===== src/rtl/camac_pkg.sv =====
// Shared types, function codes and helpers for the CAMAC dataway master.
package camac_pkg;

  typedef enum logic [2:0] {
    StIdle,
    StSetup,
    StStb1,
    StGap,
    StStb2,
    StHold
  } camac_state_e;

  localparam logic [4:0] F0  = 5'd0;
  localparam logic [4:0] F9  = 5'd9;
  localparam logic [4:0] F16 = 5'd16;
  localparam logic [4:0] F17 = 5'd17;
  localparam logic [4:0] F25 = 5'd25;
  localparam logic [4:0] F26 = 5'd26;
  localparam logic [4:0] F27 = 5'd27;

  // One bit wider than rsp_tries so QREP_MAX = 255 (256 cycles) cannot wrap.
  localparam int unsigned QrepCntW = 9;

  function automatic logic is_read_f(input logic [4:0] f);
    return (f <= 5'd7);
  endfunction

  function automatic logic is_write_f(input logic [4:0] f);
    return (f >= 5'd16) && (f <= 5'd23);
  endfunction

endpackage


===== src/rtl/camac_phase_timer.sv =====
// Loadable 8-bit down-counter; done_o is high while the count sits at zero.
module camac_phase_timer (
  input  logic       clk_i,
  input  logic       rst_i,
  input  logic       load_i,
  input  logic [7:0] load_val_i,
  output logic       done_o
);

  logic [7:0] cnt_q, cnt_d;

  always_comb begin
    cnt_d = cnt_q;
    if (load_i) begin
      cnt_d = load_val_i;
    end else if (cnt_q != 8'd0) begin
      cnt_d = cnt_q - 8'd1;
    end
  end

  always_ff @(posedge clk_i) begin
    if (rst_i) begin
      cnt_q <= 8'd0;
    end else begin
      cnt_q <= cnt_d;
    end
  end

  assign done_o = (cnt_q == 8'd0);

endmodule


===== src/rtl/camac_dataway_master.sv =====
// CAMAC crate-controller dataway master: runs one NAF cycle per accepted command.
// Optional Q-repeat is enabled by defining CAMAC_QREPEAT_EN.
module camac_dataway_master
  import camac_pkg::*;
#(
  parameter int unsigned SETUP_CLKS = 4,
  parameter int unsigned S1_CLKS    = 4,
  parameter int unsigned GAP_CLKS   = 2,
  parameter int unsigned S2_CLKS    = 4,
  parameter int unsigned HOLD_CLKS  = 2,
  parameter int unsigned QREP_MAX   = 16
) (
  input  logic        clk,
  input  logic        rst,
  input  logic        cmd_valid,
  output logic        cmd_ready,
  input  logic [4:0]  cmd_n,
  input  logic [3:0]  cmd_a,
  input  logic [4:0]  cmd_f,
  input  logic [23:0] cmd_wdata,
  input  logic        cmd_qrep,
  output logic        rsp_valid,
  output logic [23:0] rsp_rdata,
  output logic        rsp_x,
  output logic        rsp_q,
  output logic [7:0]  rsp_tries,
  output logic [4:0]  camac_n,
  output logic [3:0]  camac_a,
  output logic [4:0]  camac_f,
  output logic [23:0] camac_w,
  output logic        camac_b,
  output logic        camac_s1,
  output logic        camac_s2,
  input  logic [23:0] camac_r,
  input  logic        camac_x,
  input  logic        camac_q
);

  // Timer counts down to zero, so each phase loads its length minus one.
  localparam logic [7:0] SetupLd = 8'(SETUP_CLKS - 1);
  localparam logic [7:0] S1Ld    = 8'(S1_CLKS - 1);
  localparam logic [7:0] GapLd   = 8'(GAP_CLKS - 1);
  localparam logic [7:0] S2Ld    = 8'(S2_CLKS - 1);
  localparam logic [7:0] HoldLd  = 8'(HOLD_CLKS - 1);

  camac_state_e        state_q;
  logic                cmd_ready_q;
  logic [4:0]          n_q, f_q;
  logic [3:0]          a_q;
  logic [23:0]         w_q;
  logic                b_q, s1_q, s2_q;
  logic [23:0]         r_smp_q;
  logic                x_smp_q, q_smp_q;
  logic [QrepCntW-1:0] tries_q;
  logic                rsp_valid_q, rsp_x_q, rsp_q_q;
  logic [23:0]         rsp_rdata_q;
  logic [7:0]          rsp_tries_q;

  logic       accept;
  logic       repeat_go;
  logic       tmr_load;
  logic [7:0] tmr_val;
  logic       tmr_done;

  assign accept = cmd_valid & cmd_ready_q;

`ifdef CAMAC_QREPEAT_EN
  logic qrep_q;
  assign repeat_go = qrep_q & ~q_smp_q & (tries_q <= QrepCntW'(QREP_MAX));
`else
  logic unused_qrep;
  assign unused_qrep = cmd_qrep | (QREP_MAX == 0);
  assign repeat_go   = 1'b0;
`endif

  always_comb begin
    tmr_load = 1'b0;
    tmr_val  = 8'd0;
    unique case (state_q)
      StIdle:  if (accept)   begin tmr_load = 1'b1; tmr_val = SetupLd; end
      StSetup: if (tmr_done) begin tmr_load = 1'b1; tmr_val = S1Ld;    end
      StStb1:  if (tmr_done) begin tmr_load = 1'b1; tmr_val = GapLd;   end
      StGap:   if (tmr_done) begin tmr_load = 1'b1; tmr_val = S2Ld;    end
      StStb2:  if (tmr_done) begin tmr_load = 1'b1; tmr_val = HoldLd;  end
      StHold:  if (tmr_done && repeat_go) begin tmr_load = 1'b1; tmr_val = SetupLd; end
      default: ;
    endcase
  end

  camac_phase_timer u_timer (
    .clk_i      (clk),
    .rst_i      (rst),
    .load_i     (tmr_load),
    .load_val_i (tmr_val),
    .done_o     (tmr_done)
  );

  always_ff @(posedge clk) begin
    if (rst) begin
      state_q     <= StIdle;
      cmd_ready_q <= 1'b1;
      n_q         <= '0;
      a_q         <= '0;
      f_q         <= '0;
      w_q         <= '0;
      b_q         <= 1'b0;
      s1_q        <= 1'b0;
      s2_q        <= 1'b0;
      r_smp_q     <= '0;
      x_smp_q     <= 1'b0;
      q_smp_q     <= 1'b0;
      tries_q     <= '0;
      rsp_valid_q <= 1'b0;
      rsp_rdata_q <= '0;
      rsp_x_q     <= 1'b0;
      rsp_q_q     <= 1'b0;
      rsp_tries_q <= '0;
`ifdef CAMAC_QREPEAT_EN
      qrep_q      <= 1'b0;
`endif
    end else begin
      rsp_valid_q <= 1'b0;
      case (state_q)
        StIdle: begin
          if (accept) begin
            n_q         <= cmd_n;
            a_q         <= cmd_a;
            f_q         <= cmd_f;
            w_q         <= is_write_f(cmd_f) ? cmd_wdata : 24'd0;
            b_q         <= 1'b1;
            cmd_ready_q <= 1'b0;
            tries_q     <= QrepCntW'(1);
            state_q     <= StSetup;
`ifdef CAMAC_QREPEAT_EN
            qrep_q      <= cmd_qrep;
`endif
          end
        end
        StSetup: begin
          if (tmr_done) begin
            s1_q    <= 1'b1;
            state_q <= StStb1;
          end
        end
        StStb1: begin
          if (tmr_done) begin
            s1_q    <= 1'b0;
            r_smp_q <= is_read_f(f_q) ? camac_r : 24'd0;
            x_smp_q <= camac_x;
            q_smp_q <= camac_q;
            state_q <= StGap;
          end
        end
        StGap: begin
          if (tmr_done) begin
            s2_q    <= 1'b1;
            state_q <= StStb2;
          end
        end
        StStb2: begin
          if (tmr_done) begin
            s2_q    <= 1'b0;
            state_q <= StHold;
          end
        end
        StHold: begin
          if (tmr_done) begin
            if (repeat_go) begin
              // Bus stays busy and NAF/W untouched across a Q-repeat.
              tries_q <= tries_q + QrepCntW'(1);
              state_q <= StSetup;
            end else begin
              n_q         <= '0;
              a_q         <= '0;
              f_q         <= '0;
              w_q         <= '0;
              b_q         <= 1'b0;
              cmd_ready_q <= 1'b1;
              rsp_valid_q <= 1'b1;
              rsp_rdata_q <= r_smp_q;
              rsp_x_q     <= x_smp_q;
              rsp_q_q     <= q_smp_q;
              rsp_tries_q <= tries_q[QrepCntW-1] ? 8'hFF : tries_q[7:0];
              state_q     <= StIdle;
            end
          end
        end
        default: state_q <= StIdle;
      endcase
    end
  end

  assign cmd_ready = cmd_ready_q;
  assign rsp_valid = rsp_valid_q;
  assign rsp_rdata = rsp_rdata_q;
  assign rsp_x     = rsp_x_q;
  assign rsp_q     = rsp_q_q;
  assign rsp_tries = rsp_tries_q;
  assign camac_n   = n_q;
  assign camac_a   = a_q;
  assign camac_f   = f_q;
  assign camac_w   = w_q;
  assign camac_b   = b_q;
  assign camac_s1  = s1_q;
  assign camac_s2  = s2_q;

endmodule


===== config.mk =====
export PLATFORM = sky130hd
export DESIGN_NAME = camac_dataway_master
export DESIGN_NICKNAME = d
export VERILOG_FILES = /design/src/rtl/camac_pkg.sv /design/src/rtl/camac_phase_timer.sv /design/src/rtl/camac_dataway_master.sv
export SDC_FILE = /design/constraint.sdc
export NUM_CORES = 1
export LEC_CHECK = 0
export BUFFER_PORTS_ARGS = -buffer_cell sky130_fd_sc_hd__buf_2
export CAP_MARGIN = 20
export CORE_MARGIN = 2
export CORE_UTILIZATION = 40
export DETAILED_ROUTE_END_ITERATION = 8
export PLACE_DENSITY = 0.72
export SLEW_MARGIN = 20
export SYNTH_ARGS = -nofsm -noshare
export SYNTH_HDL_FRONTEND = slang
export SYNTH_SLANG_ARGS = --single-unit

===== constraint.sdc =====
create_clock -name clk -period 4.5 [get_ports clk]
set_clock_uncertainty 0.15 [all_clocks]
set_input_delay 0.9 -clock clk [delete_from_list [all_inputs] [get_ports clk]]
set_output_delay 0.9 -clock clk [all_outputs]
set_load 0.005 [all_outputs]

==> results.md <==
* Setup TNS Final at 0 ps
* Filler cells at 822
* Worst r2r src: u_timer.cnt_q[0]
* Total grt overflow at 0
* Worst hold start: camac_b
* Initial core utilization at 40.7%
* Worst-Skew Late Latency at 360 ps
* Vias per std cell at 5.20
* Area Growth Syn to Fin at 24.0%
* Synth cell types at 39
* DR WL/cell at 14.9 um
* Clock slew at reported path FFs at 100 ps
* Reg power frac at 51.1%
* Lkg Pwr at 2.14 nW
* Commonest cells after routing, fill and taps aside: 136 x buf_2, 108 x dfxtp_1, 89 x a22o_1, 17 x nor2_1, 10 x clkbuf_8
* Cell area power density at 490 nW/um^2
* Die extent in x at 100 um
* FP Rows at 35
* #FFs+latches synth at 108
* Drt first pass iters at 4
* DRC violations left at 0
* Layout Nets at 514
* Die area at 10000 um^2
* VDD IR max at 240 uV
* PortBufs at 136
* RSZ-0062 raised after global routing: false
* Antenna fix cells at 0
* Clock share of power at 23.5%
* Startpoint Class: flip-flop
* Clock sinks at 108
* Post-Synthesis Cells at 317
* Post-Syn Area at 3700 um^2
* CTS tree: done
* Hold Vio Cnt, Final at 0
* Routed WL at 8.35 mm
* Gp weighted congestion at 0.808
* Final Critical Period at 2450 ps
* Largest net degree at the start of global routing at 39
* Post-DP HPWL at 5.69 mm
* Clock root buffer: clkbuf_8
* CTS Buf Count at 9
* Critical Path RT at 4650 ps
* First-pass GRT wire length at 13.2 mm
* Share of layout cells above drive strength 1 at 37.1%
* Synth async-reset ratio at 0%
* Core area at 9110 um^2
* Arrival time worst endpoint at 2600 ps
* CTS Buffer Depth at 2
* Kind of critical path: reg -> reg
* Commonest non-fill, non-tap cell in the layout: buf_2
* Hold-fix buffers at CTS at 0
* Top Ports at 145
* Measured slew at the worst slew-check pin at 1060 ps
* Synthesized area per cell at 11.7 um^2
* Post-synth EDFFs at 0
* Slew Limit Fails at 0
* Net Switching at 0.000746 W
* H-tree depth at 3
* Maximum clock rate at 0.408 GHz
* Routed vias at 2907
* DRT iter0 DRCs at 88
* Seq/Total Area, Yosys at 58.4%
* DIE HEIGHT at 100 um
* Register area at 2160 um^2
* Yosys warning total at 0
* Rel. slew slack at 29.5%
* Worst-path fanout max at 24
* HP Class: reg -> reg
* DRT antenna net count at 0
* Logic pwr share at 25.4%
* Multi-input combinational cell area at 1380 um^2
* Number of max-cap violations at 0
* Outcome: finished, final reports clean
* Vias in the first global route at 2668
* Final worst-path cycle share at 54.5%
* Postcts setup bufs at 0
* Switch share at 33.2%
* Post-cts resize count at 0
* P_int at 0.00150 W
* Ys flop type: dfxtp_1
* # setup viols final at 0
* Start point of the critical path: u_timer.cnt_q[0]
* Total Power at 0.00225 W
* Antenna violations before repair at 0
* Crit end category: flip-flop
* Overall routing resource usage at 16.4%
## critical path: stages, from the launching register on
cell and delay [ps]:
dfxtp_1 330, inv_1 100, ha_1 200, nor3b_1 630, nand2_1 250, nor3_2 230
buf_4 330, a22o_1 180
## final cells by class
class | instances | area share (%)
inverters | 3 | 0.245
flip-flops and latches | 108 | 47.1
repair buffers | 141 | 15.8
well taps | 111 | 3.02
multi-input cells | 181 | 30.1
clock inverters | 6 | 1.06
clock buffers | 9 | 2.70
## synthesized netlist by cell type (2+ instances only)
cell | instances | area [um^2]
clkbuf_1 | 8 | 30.0
or4_1 | 2 | 15.0
o21ai_0 | 2 | 10.0
buf_4 | 11 | 82.6
nor2b_1 | 2 | 12.5
nor4_1 | 2 | 12.5
nor3_1 | 8 | 40.0
nand2b_1 | 2 | 12.5
a21oi_1 | 6 | 30.0
nor2_1 | 19 | 71.3
nor3b_1 | 3 | 22.5
ha_1 | 2 | 25.0
dfxtp_1 | 108 | 2160
nand2_1 | 6 | 22.5
nand3_1 | 2 | 10.0
mux2i_1 | 5 | 50.1
buf_2 | 9 | 45.0
inv_1 | 3 | 11.3
a31oi_1 | 3 | 18.8
a22o_1 | 89 | 780
or3_1 | 4 | 25.0
a2111oi_0 | 2 | 17.5
buf_6 | 3 | 33.8
## registers in the layout, indices dropped and copies added, names as in the netlist, 3 cells and up
signal,cells
camac_f,5
rsp_rdata,24
state_q,3
camac_a,4
camac_n,5
camac_w,24
r_smp_q,24
u_timer.cnt_q,8
## path summary, 6_finish.rpt
check | slack, ps | end | cells past startpoint
hold reg to reg | 310 | camac_b | 1
hold / removal | 310 | camac_b | 1
setup / recovery | 2050 | r_smp_q[15] | 7
setup reg to reg | 2050 | r_smp_q[15] | 7
## metrics by stage
step	instances	hold slack, ps	util (%)	area, um^2	setup slack (ps)
2_1_floorplan	323	291	-	3730	2130
3_3_place_gp	543	281	48.3	4400	1900
3_5_place_dp	543	285	48.3	4400	1860
4_1_cts	558	308	50.2	4580	1930
5_1_grt	559	324	50.4	4590	1800
6_report	559	307	50.4	4590	2050
## power by group through the flow
stage	registers, W	logic (W)	clock network (W)
after global routing	0.00117	0.000641	0.000581
after global placement	0.00116	0.000558	0
final	0.00115	0.000572	0.000528
after detailed placement	0.00117	0.000573	0
after CTS	0.00115	0.000576	0.000548
after floorplan	0.00114	0.000447	0
## per-layer routing
layer | vias up | track usage [%] | routed length, um
met3 | 8 | 5.01 | 608
li1 | 1429 | - | -
met4 | 0 | 5.16 | 113
met5 | - | 0 | 0
met2 | 105 | 26.4 | 3860
met1 | 1365 | 21.2 | 3770
## cells by family (layout without fill, tap and decap cells)
logic type                 Yosys count  after routing  share of synthesized area [%]
other                                1              7                          0.101
DFF                                108            108                           58.4
muxes                                5              5                           1.35
and+or+nand+nor                     59             59                           9.56
buffers and inverters               34            159                           5.47
AOI/OAI and AO/OA                  107            107                           24.2
adders and majority gates            2              2                          0.676
xor gates and xnor gates             1              1                          0.237
Power figures use the tool's default switching activity.
